==> config.mk <==
export PLATFORM = sky130hd
export DESIGN_NAME = multicycle_ctrl
export DESIGN_NICKNAME = d
export VERILOG_FILES = /design/src/rtl/multicycle_ctrl.sv
export SDC_FILE = /design/constraint.sdc
export NUM_CORES = 1
export LEC_CHECK = 0
export BUFFER_PORTS_ARGS = -buffer_cell sky130_fd_sc_hd__buf_2
export CAP_MARGIN = 20
export CORE_MARGIN = 8
export CORE_UTILIZATION = 55
export CTS_CLUSTER_SIZE = 40
export DETAILED_ROUTE_END_ITERATION = 7
export HOLD_SLACK_MARGIN = 0.15
export PLACE_DENSITY_LB_ADDON = 0.12
export SETUP_SLACK_MARGIN = 0.5
export SYNTH_ARGS = -nofsm -noshare
export SYNTH_HDL_FRONTEND = slang
export SYNTH_SLANG_ARGS = --single-unit
==> constraint.sdc <==
create_clock -name clk -period 5.14 [get_ports clk]
set_clock_uncertainty 0.2 [all_clocks]
set_input_delay 0 -clock clk [delete_from_list [all_inputs] [get_ports clk]]
set_output_delay 0 -clock clk [all_outputs]
set_load 0.01 [all_outputs]
==> src/rtl/multicycle_ctrl.sv <==
// Control FSM for a shared-ALU/shared-memory RV32 multi-cycle datapath.
// state_o encodes the states in declaration order: FETCH=0 ... HALT=10.
module multicycle_ctrl #(
  parameter int WAIT_LIMIT = 255,
  parameter int CNT_W      = 8
) (
  input  logic       clk,
  input  logic       rst_n,
  input  logic [6:0] opcode,
  input  logic [2:0] funct3,
  input  logic       zero,
  input  logic       mem_ready,
  output logic       mem_req,
  output logic       mem_we,
  output logic       adr_src,
  output logic       ir_write,
  output logic       pc_write,
  output logic       reg_write,
  output logic [1:0] imm_src,
  output logic [1:0] alu_src_a,
  output logic [1:0] alu_src_b,
  output logic [1:0] alu_op,
  output logic [1:0] result_src,
  output logic [1:0] err,
  output logic [3:0] state_o
);

  typedef enum logic [3:0] {
    S_FETCH    = 4'd0,
    S_DECODE   = 4'd1,
    S_MEMADR   = 4'd2,
    S_MEMREAD  = 4'd3,
    S_MEMWB    = 4'd4,
    S_MEMWRITE = 4'd5,
    S_EXEC_R   = 4'd6,
    S_EXEC_I   = 4'd7,
    S_ALUWB    = 4'd8,
    S_BRANCH   = 4'd9,
    S_HALT     = 4'd10
  } state_t;

  typedef struct packed {
    logic       mem_req;
    logic       mem_we;
    logic       adr_src;
    logic       reg_write;
    logic [1:0] imm_src;
    logic [1:0] alu_src_a;
    logic [1:0] alu_src_b;
    logic [1:0] alu_op;
    logic [1:0] result_src;
  } ctl_t;

  localparam logic [6:0] OP_LOAD  = 7'b0000011;
  localparam logic [6:0] OP_STORE = 7'b0100011;
  localparam logic [6:0] OP_R     = 7'b0110011;
  localparam logic [6:0] OP_I     = 7'b0010011;
  localparam logic [6:0] OP_BR    = 7'b1100011;

  localparam logic [CNT_W:0] LIMIT_W = (CNT_W+1)'(WAIT_LIMIT);

  // Moore control word for a state; only MEMADR looks at the (stable) IR opcode.
  function automatic ctl_t ctl_of(input state_t s, input logic [6:0] op);
    ctl_t c;
    c = '0;
    case (s)
      S_FETCH: begin
        c.mem_req    = 1'b1;
        c.alu_src_b  = 2'b10;
        c.result_src = 2'b10;
      end
      S_DECODE: begin
        c.alu_src_a = 2'b01;
        c.alu_src_b = 2'b01;
        c.imm_src   = 2'b10;
      end
      S_MEMADR: begin
        c.alu_src_a = 2'b10;
        c.alu_src_b = 2'b01;
        c.imm_src   = (op == OP_STORE) ? 2'b01 : 2'b00;
      end
      S_MEMREAD: begin
        c.mem_req = 1'b1;
        c.adr_src = 1'b1;
      end
      S_MEMWB: begin
        c.reg_write  = 1'b1;
        c.result_src = 2'b01;
      end
      S_MEMWRITE: begin
        c.mem_req = 1'b1;
        c.mem_we  = 1'b1;
        c.adr_src = 1'b1;
      end
      S_EXEC_R: begin
        c.alu_src_a = 2'b10;
        c.alu_op    = 2'b10;
      end
      S_EXEC_I: begin
        c.alu_src_a = 2'b10;
        c.alu_src_b = 2'b01;
        c.alu_op    = 2'b10;
      end
      S_ALUWB:  c.reg_write = 1'b1;
      S_BRANCH: begin
        c.alu_src_a = 2'b10;
        c.alu_op    = 2'b01;
      end
      default: c = '0;
    endcase
    return c;
  endfunction

  state_t           r_state;
  logic [CNT_W-1:0] r_cnt;
  logic [1:0]       r_err;
  ctl_t             r_ctl;

  state_t           w_next;
  logic [1:0]       w_err_next;
  logic [CNT_W-1:0] w_cnt_next;
  logic [CNT_W:0]   w_cnt_inc;
  logic             w_mem_state;
  logic             w_timeout;
  logic             w_taken;

  assign w_mem_state = (r_state == S_FETCH) || (r_state == S_MEMREAD) ||
                       (r_state == S_MEMWRITE);
  assign w_cnt_inc   = {1'b0, r_cnt} + (CNT_W+1)'(1);
  // Timeout fires on the wait cycle that would bring the count to the limit.
  assign w_timeout   = (WAIT_LIMIT != 0) && w_mem_state && !mem_ready &&
                       (w_cnt_inc >= LIMIT_W);
  assign w_taken     = ((funct3 == 3'b000) && zero) || ((funct3 == 3'b001) && !zero);

  always_comb begin
    w_next     = r_state;
    w_err_next = r_err;
    case (r_state)
      S_FETCH: begin
        if (mem_ready) begin
          w_next = S_DECODE;
        end else if (w_timeout) begin
          w_next     = S_HALT;
          w_err_next = 2'b10;
        end
      end
      S_DECODE: begin
        case (opcode)
          OP_LOAD, OP_STORE: w_next = S_MEMADR;
          OP_R:              w_next = S_EXEC_R;
          OP_I:              w_next = S_EXEC_I;
          OP_BR:             w_next = S_BRANCH;
          default: begin
            w_next     = S_HALT;
            w_err_next = 2'b01;
          end
        endcase
      end
      S_MEMADR: w_next = (opcode == OP_STORE) ? S_MEMWRITE : S_MEMREAD;
      S_MEMREAD: begin
        if (mem_ready) begin
          w_next = S_MEMWB;
        end else if (w_timeout) begin
          w_next     = S_HALT;
          w_err_next = 2'b10;
        end
      end
      S_MEMWRITE: begin
        if (mem_ready) begin
          w_next = S_FETCH;
        end else if (w_timeout) begin
          w_next     = S_HALT;
          w_err_next = 2'b10;
        end
      end
      S_EXEC_R, S_EXEC_I:          w_next = S_ALUWB;
      S_MEMWB, S_ALUWB, S_BRANCH:  w_next = S_FETCH;
      S_HALT:                      w_next = S_HALT;
      default:                     w_next = S_FETCH;
    endcase
  end

  always_comb begin
    w_cnt_next = r_cnt;
    if (w_next != r_state) begin
      w_cnt_next = '0;
    end else if (w_mem_state && !mem_ready && (r_cnt != '1)) begin
      w_cnt_next = r_cnt + CNT_W'(1);
    end
  end

  // Control word is registered from the next state; reset loads FETCH's word
  // so the first post-reset cycle already drives a fetch.
  always_ff @(posedge clk or negedge rst_n) begin
    if (!rst_n) begin
      r_state <= S_FETCH;
      r_cnt   <= '0;
      r_err   <= 2'b00;
      r_ctl   <= ctl_of(S_FETCH, 7'd0);
    end else begin
      r_state <= w_next;
      r_cnt   <= w_cnt_next;
      r_err   <= w_err_next;
      r_ctl   <= ctl_of(w_next, opcode);
    end
  end

  assign mem_req    = rst_n & r_ctl.mem_req;
  assign mem_we     = rst_n & r_ctl.mem_we;
  assign adr_src    = rst_n & r_ctl.adr_src;
  assign reg_write  = rst_n & r_ctl.reg_write;
  assign imm_src    = {2{rst_n}} & r_ctl.imm_src;
  assign alu_src_a  = {2{rst_n}} & r_ctl.alu_src_a;
  assign alu_src_b  = {2{rst_n}} & r_ctl.alu_src_b;
  assign alu_op     = {2{rst_n}} & r_ctl.alu_op;
  assign result_src = {2{rst_n}} & r_ctl.result_src;
  assign ir_write   = rst_n & (r_state == S_FETCH) & mem_ready;
  assign pc_write   = rst_n & (((r_state == S_FETCH) & mem_ready) |
                               ((r_state == S_BRANCH) & w_taken));
  assign err        = r_err;
  assign state_o    = r_state;

endmodule

==> results of run 1 <==
## final cells by class
| class | instances | area, µm² |
|---|---|---|
| multi-input cells | 158 | 1130 |
| well taps | 46 | 57.6 |
| repair buffers | 48 | 315 |
| flip-flops and latches | 28 | 704 |
| fillers | 288 | 1050 |
| clock inverters | 1 | 30.0 |
| clock buffers | 3 | 22.5 |
| inverters | 6 | 22.5 |
## per-stage QoR
stage               worst slack (ps)  hold WS [ps]  power (mW)  area [µm²]   util
CTS                             1840           177        1.00        2280  0.684
finish                          1750           195        1.00        2280  0.684
detailed placement              2530         -82.3       0.846        2090  0.627
global placement                2660          -107       0.832        2090  0.627
floorplan                       2860          -496       0.739        1920      -
global route                    1540           203        1.07        2280  0.684
## flip-flops by register name, summed over array words and instances (netlist names)
register  cells
state_o       4
r_ctl        14
err           2
r_cnt         8
## report_power, final
group / switching, mW / internal [mW]
registers: 0.0664 / 0.273
clock network: 0.0714 / 0.0790
logic: 0.304 / 0.209
## routing by layer
layer,track usage,share of wire,routed length (µm)
met5,0,0,0
met4,0.0522,0.013,62
met3,0.0453,0.055,260
met2,0.297,0.49,2300
met1,0.232,0.45,2110
## final timing paths
check                                start    endpoint  slack, ps  depth (start not counted)
worst max-delay path             opcode[3]    r_ctl[8]       1750                         10
worst min-delay path             opcode[0]  state_o[2]        190                          5
worst max register to register  state_o[1]    r_ctl[8]       2120                          7
worst min register to register      err[1]      err[1]        300                          1
max in group asynchronous            rst_n    r_ctl[3]       3890                          4
min in group asynchronous            rst_n    r_ctl[1]        690                          3
## kinds of logic (layout without fill, tap and decap cells)
group / count (synthesis) / after routing
adders and majority gates: 2 / 2
AOI/OAI and AO/OA: 39 / 39
buffers and inverters: 16 / 58
DFF: 28 / 28
muxes: 2 / 2
and+or+nand+nor: 108 / 108
xor gates and xnor gates: 7 / 7
## worst max-delay path: stages
cell           delay, ps
dlygate4sd3_1        540
buf_2                120
nand4bb_1            280
dlygate4sd3_1        670
o21ai_0              370
o2111ai_1            260
nor3_1               270
nand2_1              140
nor4b_1              270
dlygate4sd3_1        580
## layout by cell type, fill, tap and decap left out, types with 5 or more instances in the layout
cell type	Yosys	layout
dfrtp_1	25	25
xor2_1	5	5
o21ai_0	6	6
buf_2	5	35
nor2_1	15	15
dlygate4sd3_1	0	12
and2_1	21	21
nand2_1	19	19
nor3_1	8	8
inv_1	6	6
nor3_2	7	7
## what timing repair did
| item | CTS | global route |
|---|---|---|
| buffers inserted | 0 | 0 |
| hold buffers | 13 | 0 |
| hold endpoints to repair | 47 | 0 |
| setup endpoints to repair | 0 | 0 |
==> results.md, run 1 <==
- Headroom to the max-slew limit: 0.574
- Share of synthesized area spent on multiplexers: 0.0104
- Data arrival, critical path: 3490 ps
- Vias per inst: 5.77
- Net Count, Synth: 218
- Cell area power density: 439 mW/mm²
- Grt total ovfl: 0
- Warnings from Yosys: 0
- Number of placement rows: 21
- Number of buffers added on ports: 35
- Count of mapped cells out of synthesis: 202
- Transition time of the tightest slew-check pin: 634 ps
- Die Area: 0.00564 mm²
- Cell count after placement: 273
- Setup repair after global routing missed its margin: no
- Dominant combinational cell family by area after synthesis: simple AND/OR/NAND/NOR gates
- Cell type with the largest total area after synthesis: dfrtp_1
- Area share of and/or/nand/nor cells after synthesis: 0.352
- CTS root buf: clkbuf_4
- Fraction of synthesized cell area in xor and xnor cells: 0.0319
- Number of antenna violations at the first check in global routing: 0
- Final period util: 0.660
- Number of global-route vias before repair: 1615
- Critical Path Sink Type: register
- Area share of fa/ha/maj cells after synthesis: 0.0130
- Critical-path maximum fanout: 6
- Final weighted congestion of routability-driven global placement: 0.929
- Element type at the critical path start: primary input
- Final worst path period need: 3390 ps
- Main flop type after synthesis: dfrtp_1
- Number of antenna-violating nets in the routed design: 0
- DRC viols: 0
- Post_cts resized: 0
- Detailed Route Iter0 Violations: 129
- Final hold violations: 0
- CTS clk-pin slew, worst paths: 160 ps
- Boundary pin count: 36
- Number of endpoints failing setup at the final stage: 0
- Type of the worst setup path: in2reg
- Average instance area after synthesis: 9.51 µm²
- Chip Width: 75.1 µm
- Maximum Capacitance Violations: 0
- Total routing usage reported by global routing: 0.183
- Initial Util: 0.576
- Vias after detailed routing: 1674
- Clock tree from TritonCTS: yes
- Highest Clock Rate: 295 MHz
- Worst-case clock buffer depth: 2
- Half-perimeter wire length after placement: 3300 µm
- Max IR drop VDD: 0.212 mV
- Leading cell type by number of instances after synthesis: dfrtp_1
- Required time at the worst-slack endpoint: 5240 ps
- P&R area growth vs syn: 18.9%
- Number of buffers added by the clock tree synthesis step: 3
- Async set-or-reset flop fraction in the synthesized netlist: 1.00
- Mean routed wirelength per cell: 16.3 µm
- Top-area cell type share of the netlist area: 0.326
- Register bit total from synthesis: 28
- Number of non-filler instances in the completed layout: 290
- Post-Syn Area: 0.00192 mm²
- Min-delay worst type: in2reg
- Top post-synthesis cells by count: dfrtp_1, and2_1, nand2_1
- Antenna cell count: 0
- Worst-skew pair later-pin latency: 340 ps
- Routed wire length: 4730 µm
- Chip Height: 75.1 µm
- CTS H-Tree Depth: 1
- Static power due to leakage: 1.06 nW
- Total Neg Setup Slack: 0 ps
- Number of nets in the layout: 261
- Number of synthesized flops with an enable pin: 0
- Share of the synthesized area in compound gates (AO/OA/AOI/OAI): 0.182
- Proportion of synthesized chip area in sequential cells: 0.367
- Placeable core region: 0.00334 mm²
- Leading post-synthesis cells by cell area: dfrtp_1, and2_1, dfstp_2, nand2_1, nor3_2
- Sink Count: 28
- Status: completed
- Largest net degree at the start of global routing: 26
- Total count of max-transition violations in the final report: 0
- Cell variety after synth: 60
- Ratio of cells with drive above 1 in the final layout: 0.266
- Drt pass-1 iters: 5
- Wire length of the first global-routing pass: 7990 µm
Power figures use the tool's default switching activity.
==> run 2: changes to the inputs <==
Settings changed: CORE_UTILIZATION 55 to 50.
Clock period 5.14 ns to 2.95 ns, I/O delays scaled along.
==> results.md, run 2 (synthesized netlist as in run 1, its figures left out) <==
- Min-delay worst type: in2async
- Final hold violations: 0 (unchanged)
- Required time at the worst-slack endpoint: 2910 ps (-2330 ps)
- Peak per-stage delay on the critical path: 430 ps (-240 ps)
- Static power due to leakage: 1.11 nW (+4.9%)
- Die Area: 0.00608 mm² (+7.8%)
- Number of antenna-violating nets in the routed design: 0 (unchanged)
- Antenna cell count: 0 (unchanged)
- Detailed Route Iter0 Violations: 170 (+32%)
- Number of buffers added on ports: 35 (unchanged)
- Number of endpoints failing setup at the final stage: 0 (unchanged)
- Total Neg Setup Slack: 0 ps (unchanged)
- Placeable core region: 0.00369 mm² (+11%)
- Vias per inst: 5.82 (+0.82%)
- Cell area power density: 794 mW/mm² (+81%)
- Number of buffers added by the clock tree synthesis step: 3 (unchanged)
- Drt pass-1 iters: 4 (-1)
- Wire length of the first global-routing pass: 7730 µm (-3.2%)
- Status: completed
- Initial Util: 0.521 (-0.0549)
- Highest Clock Rate: 415 MHz
- Worst-case clock buffer depth: 2 (unchanged)
- Final worst path period need: 2410 ps
- CTS H-Tree Depth: 1 (unchanged)
- Number of nets in the layout: 274 (+5.0%)
- Register with the highest flop count: r_ctl
- Clock tree from TritonCTS: yes
- Number of global-route vias before repair: 1665 (+3.1%)
- Element type at the critical path start: register
- Routed wire length: 4960 µm (+4.7%)
- Critical-path maximum fanout: 5 (-1)
- Critical Path Slowest Stage Cell: dfrtp_2
- Number of inserted filler cells in the final layout: 283 (-1.7%)
- Number of placement rows: 22 (+4.8%)
- Boundary pin count: 36 (unchanged)
- Headroom to the max-slew limit: 0.493 (-0.0814)
- Chip Width: 78.0 µm (+3.8%)
- Number of flip-flops under the largest register name: 14 (unchanged)
- WHS: 126 ps (-68.5 ps)
- Final weighted congestion of routability-driven global placement: 0.927 (-0.20%)
- Max IR drop VDD: 0.468 mV (+120%)
- Mean routed wirelength per cell: 16.2 µm (-0.48%)
- Chip Height: 78.0 µm (+3.8%)
- Maximum Capacitance Violations: 0 (unchanged)
- Total count of max-transition violations in the final report: 0 (unchanged)
- Worst-skew pair later-pin latency: 270 ps (-70 ps)
- Type of the worst setup path: reg2reg
- CTS clk-pin slew, worst paths: 90 ps (-70 ps)
- Vias after detailed routing: 1775 (+6.0%)
- Final period util: 0.817
- Sink Count: 28 (unchanged)
- Most common library cell in the layout ignoring fill and taps: buf_2
- Grt total ovfl: 0 (unchanged)
- Ratio of cells with drive above 1 in the final layout: 0.339 (+0.0721)
- Data arrival, critical path: 2370 ps (-1120 ps)
- Half-perimeter wire length after placement: 3300 µm (about the same)
- Number of antenna violations at the first check in global routing: 0 (unchanged)
- P&R area growth vs syn: 26.8%
- Commonest non-fill, non-tap cells in the layout: buf_2, and2_1, dfrtp_1, nand2_1, nor2_1
- DRC viols: 0 (unchanged)
- Critical Path Sink Type: register
- Total routing usage reported by global routing: 0.151 (-0.0321)
- CTS root buf: clkbuf_8
- Cell Chain, Critical Path: buf_12 > or3b_1 > a211o_1 > o211a_2 > nor2b_4 > o221ai_4 > buf_4 > nor3_2
- Transition time of the tightest slew-check pin: 761 ps (+127 ps)
- Largest net degree at the start of global routing: 45 (+73%)
- Overall power of the completed layout: 1.93 mW (+93%)
- Setup repair after global routing missed its margin: yes
-- run 2: cell types whose count changed in the layout (fill, tap and decap cells not counted), moves of 2 or more --
cell	change
nor3_2	+2
dfrtp_2	+5
buf_4	+10
dfrtp_1	-5
clkbuf_4	-3
clkbuf_8	+3
nor3_1	-2
-- run 2: through the flow --
stage	cell area [µm²]	setup WS, ps	cells	util
after floorplan	1920	675	202	-
after global placement	2090	482	275	0.568
after detailed placement	2090	349	275	0.568
after CTS	2290	504	293	0.621
after global routing	2440	481	305	0.660
final	2440	541	305	0.660
-- run 2: cell type report --
| class | instances | area, µm² | share of cell area |
|---|---|---|---|
| Multi-Input combinational cell | 159 | 1180 | 0.485 |
| Sequential cell | 28 | 711 | 0.292 |
| Timing Repair Buffer | 60 | 415 | 0.171 |
| Tap cell | 48 | 60.1 | 0.0247 |
| Clock buffer | 4 | 45.0 | 0.0185 |
| Inverter | 6 | 22.5 | 0.00924 |
-- run 2: per-layer routing --
metal  GRT usage  routed length, µm  up-vias
li1            -                  -      838
met1       0.201               2100      833
met2       0.248               2360       94
met3      0.0276                433       10
met4      0.0296                 60        0
met5           0                  0        -
-- run 2: worst max-delay path, delay by kind of cell, from the launching register on --
family,cells,cell delay (ps)
and+or+nand+nor,3,580
AOI/OAI and AO/OA,3,760
buffers and inverters,2,330
DFF,1,430
-- run 2: final timing paths --
check	slack, ps	from	end	cells after the start
setup / recovery	540	state_o[1]	r_cnt[3]	8
hold / removal	130	rst_n	err[1]	2
setup reg to reg	540	state_o[1]	r_cnt[3]	8
hold reg to reg	290	err[1]	err[1]	1
max in group asynchronous	1900	rst_n	r_cnt[0]	2
min in group clk	170	opcode[0]	state_o[2]	5
-- run 2: where the power goes --
group / leakage (nW) / internal (mW) / switching [mW]
Combinational: 0.728 / 0.529 / 0.623
Sequential: 0.360 / 0.481 / 0.0897
Clock: 0.0228 / 0.0968 / 0.115
Total: 1.11 / 1.11 / 0.827
-- run 2: timing repair --
action / CTS / global route
resized for setup: 5 / 9
endpoints found under the setup margin: 11 / 15
pin swaps: 1 / 3
gates cloned: 0 / 1
endpoints found under the hold margin: 39 / 1
buffers inserted: 4 / 9
hold buffers: 10 / 2
